--- src/rtl/wb_pkg.sv ---
// Shared widths, FSM state encoding and write payload for the writeback port arbiter.
package wb_pkg;
  localparam int unsigned REG_W            = 3;
  localparam int unsigned DATA_W           = 32;
  localparam int unsigned NUM_REGS         = 8;
  localparam int unsigned CNT_W            = 4;
  localparam int unsigned STARVE_LIMIT_DEF = 4;

  typedef enum logic [1:0] {
    ST_IDLE  = 2'd0,
    ST_HOLD  = 2'd1,
    ST_DRAIN = 2'd2
  } wb_state_e;

  typedef struct packed {
    logic [REG_W-1:0]  addr;
    logic [DATA_W-1:0] data;
  } wb_wr_t;
endpackage

--- src/rtl/wb_hold_buf.sv ---
// One-entry holding register for an MDU result that lost the write port to the pipeline.
module wb_hold_buf
  import wb_pkg::*;
(
  input  logic              clk,
  input  logic              rst_n,
  input  logic              load,
  input  logic              clear,
  input  logic [REG_W-1:0]  load_addr,
  input  logic [DATA_W-1:0] load_data,
  output logic              valid,
  output logic [REG_W-1:0]  addr,
  output logic [DATA_W-1:0] data
);
  logic              valid_q, valid_d;
  logic [REG_W-1:0]  addr_q, addr_d;
  logic [DATA_W-1:0] data_q, data_d;

  always_comb begin
    valid_d = valid_q;
    addr_d  = addr_q;
    data_d  = data_q;
    if (load) begin
      valid_d = 1'b1;
      addr_d  = load_addr;
      data_d  = load_data;
    end else if (clear) begin
      valid_d = 1'b0;
    end
  end

  always_ff @(posedge clk or negedge rst_n) begin
    if (!rst_n) begin
      valid_q <= 1'b0;
      addr_q  <= '0;
      data_q  <= '0;
    end else begin
      valid_q <= valid_d;
      addr_q  <= addr_d;
      data_q  <= data_d;
    end
  end

  assign valid = valid_q;
  assign addr  = addr_q;
  assign data  = data_q;
endmodule

--- src/rtl/wb_port_arbiter.sv ---
// Shares the single register-file write port between the writeback stage and the MDU,
// buffering one MDU result and forcing a stall if the pipeline starves it.
module wb_port_arbiter
  import wb_pkg::*;
#(
  parameter int unsigned STARVE_LIMIT = STARVE_LIMIT_DEF
) (
  input  logic                clk,
  input  logic                rst_n,
  input  logic                pipe_we,
  input  logic [REG_W-1:0]    pipe_reg,
  input  logic [DATA_W-1:0]   pipe_data,
  input  logic                mdu_valid,
  input  logic [REG_W-1:0]    mdu_reg,
  input  logic [DATA_W-1:0]   mdu_data,
  output logic                mdu_ready,
  input  logic                mdu_issue,
  input  logic [REG_W-1:0]    mdu_issue_reg,
  output logic                rf_we,
  output logic [REG_W-1:0]    rf_waddr,
  output logic [DATA_W-1:0]   rf_wdata,
  output logic [NUM_REGS-1:0] busy_mask,
  output logic                stall_req
);
  localparam logic [CNT_W-1:0] LIMIT = CNT_W'(STARVE_LIMIT);

  wb_state_e           state_q, state_d;
  logic [CNT_W-1:0]    cnt_q, cnt_d;
  logic                rf_we_q, rf_we_d;
  wb_wr_t              rf_wr_q, rf_wr_d;
  logic [NUM_REGS-1:0] busy_q, busy_d;
  logic                stall_q, stall_d;

  logic                hb_valid, hb_load, hb_clear;
  logic [REG_W-1:0]    hb_addr;
  logic [DATA_W-1:0]   hb_data;
  logic                accept, mdu_wr;
  logic [REG_W-1:0]    mdu_wr_reg;

  // Ready depends only on the buffer state, never on the offer itself.
  assign mdu_ready = (state_q == ST_IDLE);
  assign accept    = mdu_valid && mdu_ready;

  wb_hold_buf u_hold_buf (
    .clk       (clk),
    .rst_n     (rst_n),
    .load      (hb_load),
    .clear     (hb_clear),
    .load_addr (mdu_reg),
    .load_data (mdu_data),
    .valid     (hb_valid),
    .addr      (hb_addr),
    .data      (hb_data)
  );

  always_comb begin
    state_d    = state_q;
    cnt_d      = cnt_q;
    rf_we_d    = 1'b0;
    rf_wr_d    = '0;
    hb_load    = 1'b0;
    hb_clear   = 1'b0;
    mdu_wr     = 1'b0;
    mdu_wr_reg = '0;
    busy_d     = busy_q;

    // Port winner: pipeline, then held entry, then direct MDU offer.
    if (pipe_we) begin
      rf_we_d      = 1'b1;
      rf_wr_d.addr = pipe_reg;
      rf_wr_d.data = pipe_data;
    end else if (hb_valid) begin
      rf_we_d      = 1'b1;
      rf_wr_d.addr = hb_addr;
      rf_wr_d.data = hb_data;
      hb_clear     = 1'b1;
      mdu_wr       = 1'b1;
      mdu_wr_reg   = hb_addr;
    end else if (accept) begin
      rf_we_d      = 1'b1;
      rf_wr_d.addr = mdu_reg;
      rf_wr_d.data = mdu_data;
      mdu_wr       = 1'b1;
      mdu_wr_reg   = mdu_reg;
    end

    case (state_q)
      ST_IDLE: begin
        if (accept && pipe_we) begin
          hb_load = 1'b1;
          state_d = ST_HOLD;
          cnt_d   = '0;
        end
      end
      ST_HOLD: begin
        if (hb_clear) begin
          state_d = ST_IDLE;
          cnt_d   = '0;
        end else if (pipe_we) begin
          cnt_d = (cnt_q >= LIMIT) ? LIMIT : CNT_W'(cnt_q + 1'b1);
          if (cnt_d == LIMIT) state_d = ST_DRAIN;
        end
      end
      ST_DRAIN: begin
        if (hb_clear) begin
          state_d = ST_IDLE;
          cnt_d   = '0;
        end
      end
      default: begin
        state_d = ST_IDLE;
        cnt_d   = '0;
      end
    endcase

    // A new issue to the same register outranks the clear from its older result.
    if (mdu_wr)    busy_d[mdu_wr_reg]    = 1'b0;
    if (mdu_issue) busy_d[mdu_issue_reg] = 1'b1;

    stall_d = (state_d == ST_DRAIN);
  end

  always_ff @(posedge clk or negedge rst_n) begin
    if (!rst_n) begin
      state_q <= ST_IDLE;
      cnt_q   <= '0;
      rf_we_q <= 1'b0;
      rf_wr_q <= '0;
      busy_q  <= '0;
      stall_q <= 1'b0;
    end else begin
      state_q <= state_d;
      cnt_q   <= cnt_d;
      rf_we_q <= rf_we_d;
      rf_wr_q <= rf_wr_d;
      busy_q  <= busy_d;
      stall_q <= stall_d;
    end
  end

  assign rf_we     = rf_we_q;
  assign rf_waddr  = rf_wr_q.addr;
  assign rf_wdata  = rf_wr_q.data;
  assign busy_mask = busy_q;
  assign stall_req = stall_q;
endmodule

--- config.mk ---
export PLATFORM = sky130hd
export DESIGN_NAME = wb_port_arbiter
export DESIGN_NICKNAME = d
export VERILOG_FILES = /design/src/rtl/wb_pkg.sv /design/src/rtl/wb_hold_buf.sv /design/src/rtl/wb_port_arbiter.sv
export SDC_FILE = /design/constraint.sdc
export NUM_CORES = 1
export LEC_CHECK = 0
export CORE_ASPECT_RATIO = 0.75
export CORE_MARGIN = 2
export CORE_UTILIZATION = 46
export CTS_CLUSTER_SIZE = 14
export DETAILED_ROUTE_END_ITERATION = 8
export PLACE_DENSITY_LB_ADDON = 0.2
export SLEW_MARGIN = 10
export SYNTH_ARGS = -nofsm -noshare
export SYNTH_HDL_FRONTEND = slang
export SYNTH_HIERARCHICAL = 1
export SYNTH_SLANG_ARGS = --single-unit
--- constraint.sdc ---
create_clock -name clk -period 2.1 [get_ports clk]
set_clock_uncertainty 0.1 [all_clocks]
set_input_delay 0.42 -clock clk [delete_from_list [all_inputs] [get_ports clk]]
set_output_delay 0.42 -clock clk [all_outputs]
set_load 0.005 [all_outputs]
==> results.md <==
GRT:
- The via count of the first global-routing pass is just under 3000.
- The aggregate global-route resource usage is between 20% and 30%.
- The global-route wire length before repair is approximately 14 mm.
- The sum of overflow across all layers after global routing is 0.
- Entering global routing, the biggest net connects between 40 and 50 pins.
- The initial antenna violation count was 0.

Timing:
- The number of hold-slack violations in the final timing report is 0.
- Setup violations remaining at the end of the flow were counted as 0.
- The final setup TNS is 0 ps.
- The worst pin sits at a relative slew slack of around two thirds.
- The final hold slack is slightly above 300 ps.
- The final number of max-transition violations is 0.
- Setup repair after global routing left no endpoint under its margin.
- The worst path uses around 95% of the clock period.
- The top achievable clock speed is 501 MHz.
- The measured slew at the worst slew-check pin is about 510 ps.
- The shortest period the worst path allows is 2000 ps.

Synthesis:
- The number of enable flip-flop cells after synthesis is 0.
- The synthesized area divided by synthesized cell count is approximately 12 um^2.
- Synthesis inferred between 80 and 90 register bits.
- The number of nets in the synthesized netlist is ~410.
- For this run, the number of Yosys warnings is 6.
- The post-synthesis cell type count is 38.
- The proportion of netlist area held by the largest area contributor is about 56%.
- For this run, the leading register cell type out of synthesis is dfrtp_1.
- The summed instance area of the synthesized netlist is between 3000 and 4000 um^2.
- The post-synthesis sequential area ratio is a little under three fifths.
- The leading area contributor after synthesis is dfrtp_1.
- Counting flops with an async set or reset pin after synthesis yields a share of 100%.
- Synthesis handed over a netlist of about 330 instances.
- In the post-synthesis netlist, the biggest area contributors are dfrtp_1 56%, mux2_4 11%, a22oi_1 6.4%, nand2_1 4.8%, o21ai_1 4.0%.

Pwr:
- The power per cell area is approximately 1200 nW/um^2.
- The leakage power is 2.41 nW.
- The worst voltage drop across the vdd grid is about 570 uV.
- The total power after layout is around 6.9 mW.

Routing:
- Dividing the detail-routed via count by the number of cells gives 5.13.
- The final route contains a little under 3000 vias.
- In the final routed layout, each cell accounts on average for between 15 and 20 um.
- The iteration count of the initial detailed-routing pass is 4.
- The count of nets left with antenna violations once routing finished came out at 0.
- For this block, the routed nets add up to between 8 and 9 mm of wire.
- The detailed router finished its first iteration with 159 violations.
- For this run, design rule violations remaining after detail routing come to 0.

Clock tree:
- The tree built by TritonCTS fans out to slightly below 90 sinks.
- The clock-pin transition on the worst setup and hold timing paths is about 60 ps.
- The total number of H-tree levels is 3.
- The post-CTS setup buffer count is 0.
- In this run the clock root is driven by a clkbuf_16.
- The maximum root-to-sink buffer count is 2.
- For the worst-skew pair, the clock arrives at the later sink with an insertion delay of ~320 ps.
- The total clock buffers created by CTS is 9.
- The clock tree from TritonCTS is built.

Setup path:
- STA classifies the critical path endpoint as an output pin.
- Along the worst path, the maximum fanout reaches 9.
- The critical path is of the flop to output pin type.
- The worst setup path is launched from a flop.
- STA puts the critical path data arrival time at ~1500 ps.
- STA puts the critical path data required time at around 1600 ps.

Hold path:
- The path class of the lowest-slack min-delay path is input port to flop.

Cells and area:
- The layout net count is ~530.
- The area growth from synthesis to layout is 43.2%.
- The flip-flop and latch area is between 2000 and 2500 um^2.
- The share of cells above drive strength 1 is between 15 and 20%.
- The number of diodes is 0.
- The area of the multi-input gates is around 1500 um^2.
- The total of fill cells in the finished design is 652.

Floorplan:
- In this run the standard cell core region covers roughly 8300 um^2.
- The die is between 100 and 150 um wide.
- The total number of placement rows is 29.
- around 120 I/O pins were placed.
- The starting density of the core is between 40% and 50%.
- The floorplan step set the die height to roughly 84 um.
- The die covers between 9000 and 10000 um^2.

Outcome:
- The flow ran to the end, and the final reports show no timing, DRC or antenna violations.

Placement:
- Routability-driven placement finished with a final weighted congestion of a little under 0.8.
- The quantity of I/O buffers inserted on ports is between 100 and 150.
- Detailed placement ended at an HPWL of between 6 and 7 mm.

Run:
- The tool flagged a number of max-cap violations equal to 0.
through the flow:
step                utilization, %  worst slack [ps]  instance area [um^2]  cells
CTS                           66.8              22.0                  5580    566
detailed placement            62.6              -113                  5220    549
floorplan                        -               241                  3900    327
finish                        66.9               105                  5580    566
global route                  66.9              33.0                  5580    566
global placement              62.6             -96.2                  5220    549
repair_timing:
| item | in CTS | in global routing |
|---|---|---|
| hold endpoints to repair | 27 | 0 |
| hold buffers | 1 | 0 |
| resized for setup | 0 | 2 |
| endpoints found under the setup margin | 0 | 1 |
state kept, by name, summed over array words and instances (netlist names), 2 cells and up:
| name | cells |
|---|---|
| u_hold_buf/data | 32 |
| busy_mask | 8 |
| cnt_q | 4 |
| u_hold_buf/addr | 3 |
| rf_waddr | 3 |
| state_q | 2 |
| rf_wdata | 32 |
critical path, stage by stage (launching register included):
cell	delay (ps)
dfrtp_2	470
nor2_2	160
clkdlybuf4s50_1	510
final timing paths:
check                                     end  cells past startpoint    startpoint  slack (ps)
min in group asynchronous        rf_wdata[10]                      2         rst_n         460
setup reg to reg           u_hold_buf/data[0]                      4    state_q[0]         300
hold / removal                   rf_wdata[18]                      2       pipe_we         310
max in group asynchronous  u_hold_buf/data[2]                      3         rst_n         840
setup / recovery                    mdu_ready                      2    state_q[1]         100
hold reg to reg                  busy_mask[7]                      2  busy_mask[7]         400
cells in the mapped netlist, drive strengths merged (2+ instances only):
cell,count
and3b,3
dfrtp,87
o21ai,44
and3,2
nand2b,4
a21o,2
a31oi,3
nor3b,2
a22oi,33
nor2,4
nand3,4
inv,6
clkbuf,6
nand2,50
nor2b,6
o22ai,3
mux2,36
a21oi,2
buf,16
cells in the final DEF (no fill, tap or decap), types with 6 or more instances in the layout:
| cell | instances |
|---|---|
| nand2_1 | 50 |
| o21ai_1 | 31 |
| clkdlybuf4s50_1 | 121 |
| dfrtp_1 | 86 |
| o21ai_0 | 13 |
| nor2b_1 | 6 |
| inv_1 | 6 |
| clkbuf_16 | 9 |
| mux2_4 | 29 |
| buf_4 | 10 |
| a22oi_1 | 33 |
| mux2_2 | 7 |
power by group:
part           leakage (nW)  switching, mW  internal, mW  total (mW)
Combinational          1.20          0.913          1.50        2.42
Clock                 0.166          0.640          1.17        1.81
Sequential             1.05          0.388          2.31        2.70
routing by layer:
metal / GRT usage [%] / vias up / routed length, um
met1: 28.0 / 1376 / 3970
met4: 4.09 / 0 / 51
met3: 5.93 / 6 / 642
met2: 31.8 / 103 / 4200
li1: - / 1417 / -
met5: 0 / - / 0
cell type report:
cell class | count | share of cell area (%)
Multi-Input combinational cell | 212 | 27.2
Sequential cell | 87 | 39.0
Inverter | 6 | 0.404
Clock inverter | 7 | 2.15
Tap cell | 108 | 2.42
Clock buffer | 9 | 4.04
Timing Repair Buffer | 137 | 24.8
cell families (layout without fill, tap and decap cells):
| family | Yosys count | count (layout) | synth area share, % |
|---|---|---|---|
| adders and majority gates | 1 | 1 | 0.321 |
| DFF | 87 | 87 | 55.9 |
| muxes | 37 | 37 | 13.5 |
| buffers and inverters | 28 | 159 | 5.30 |
| AOI/OAI and AO/OA | 93 | 93 | 15.0 |
| and+or+nand+nor | 81 | 81 | 10.1 |
(Power assumes the default switching activity.)
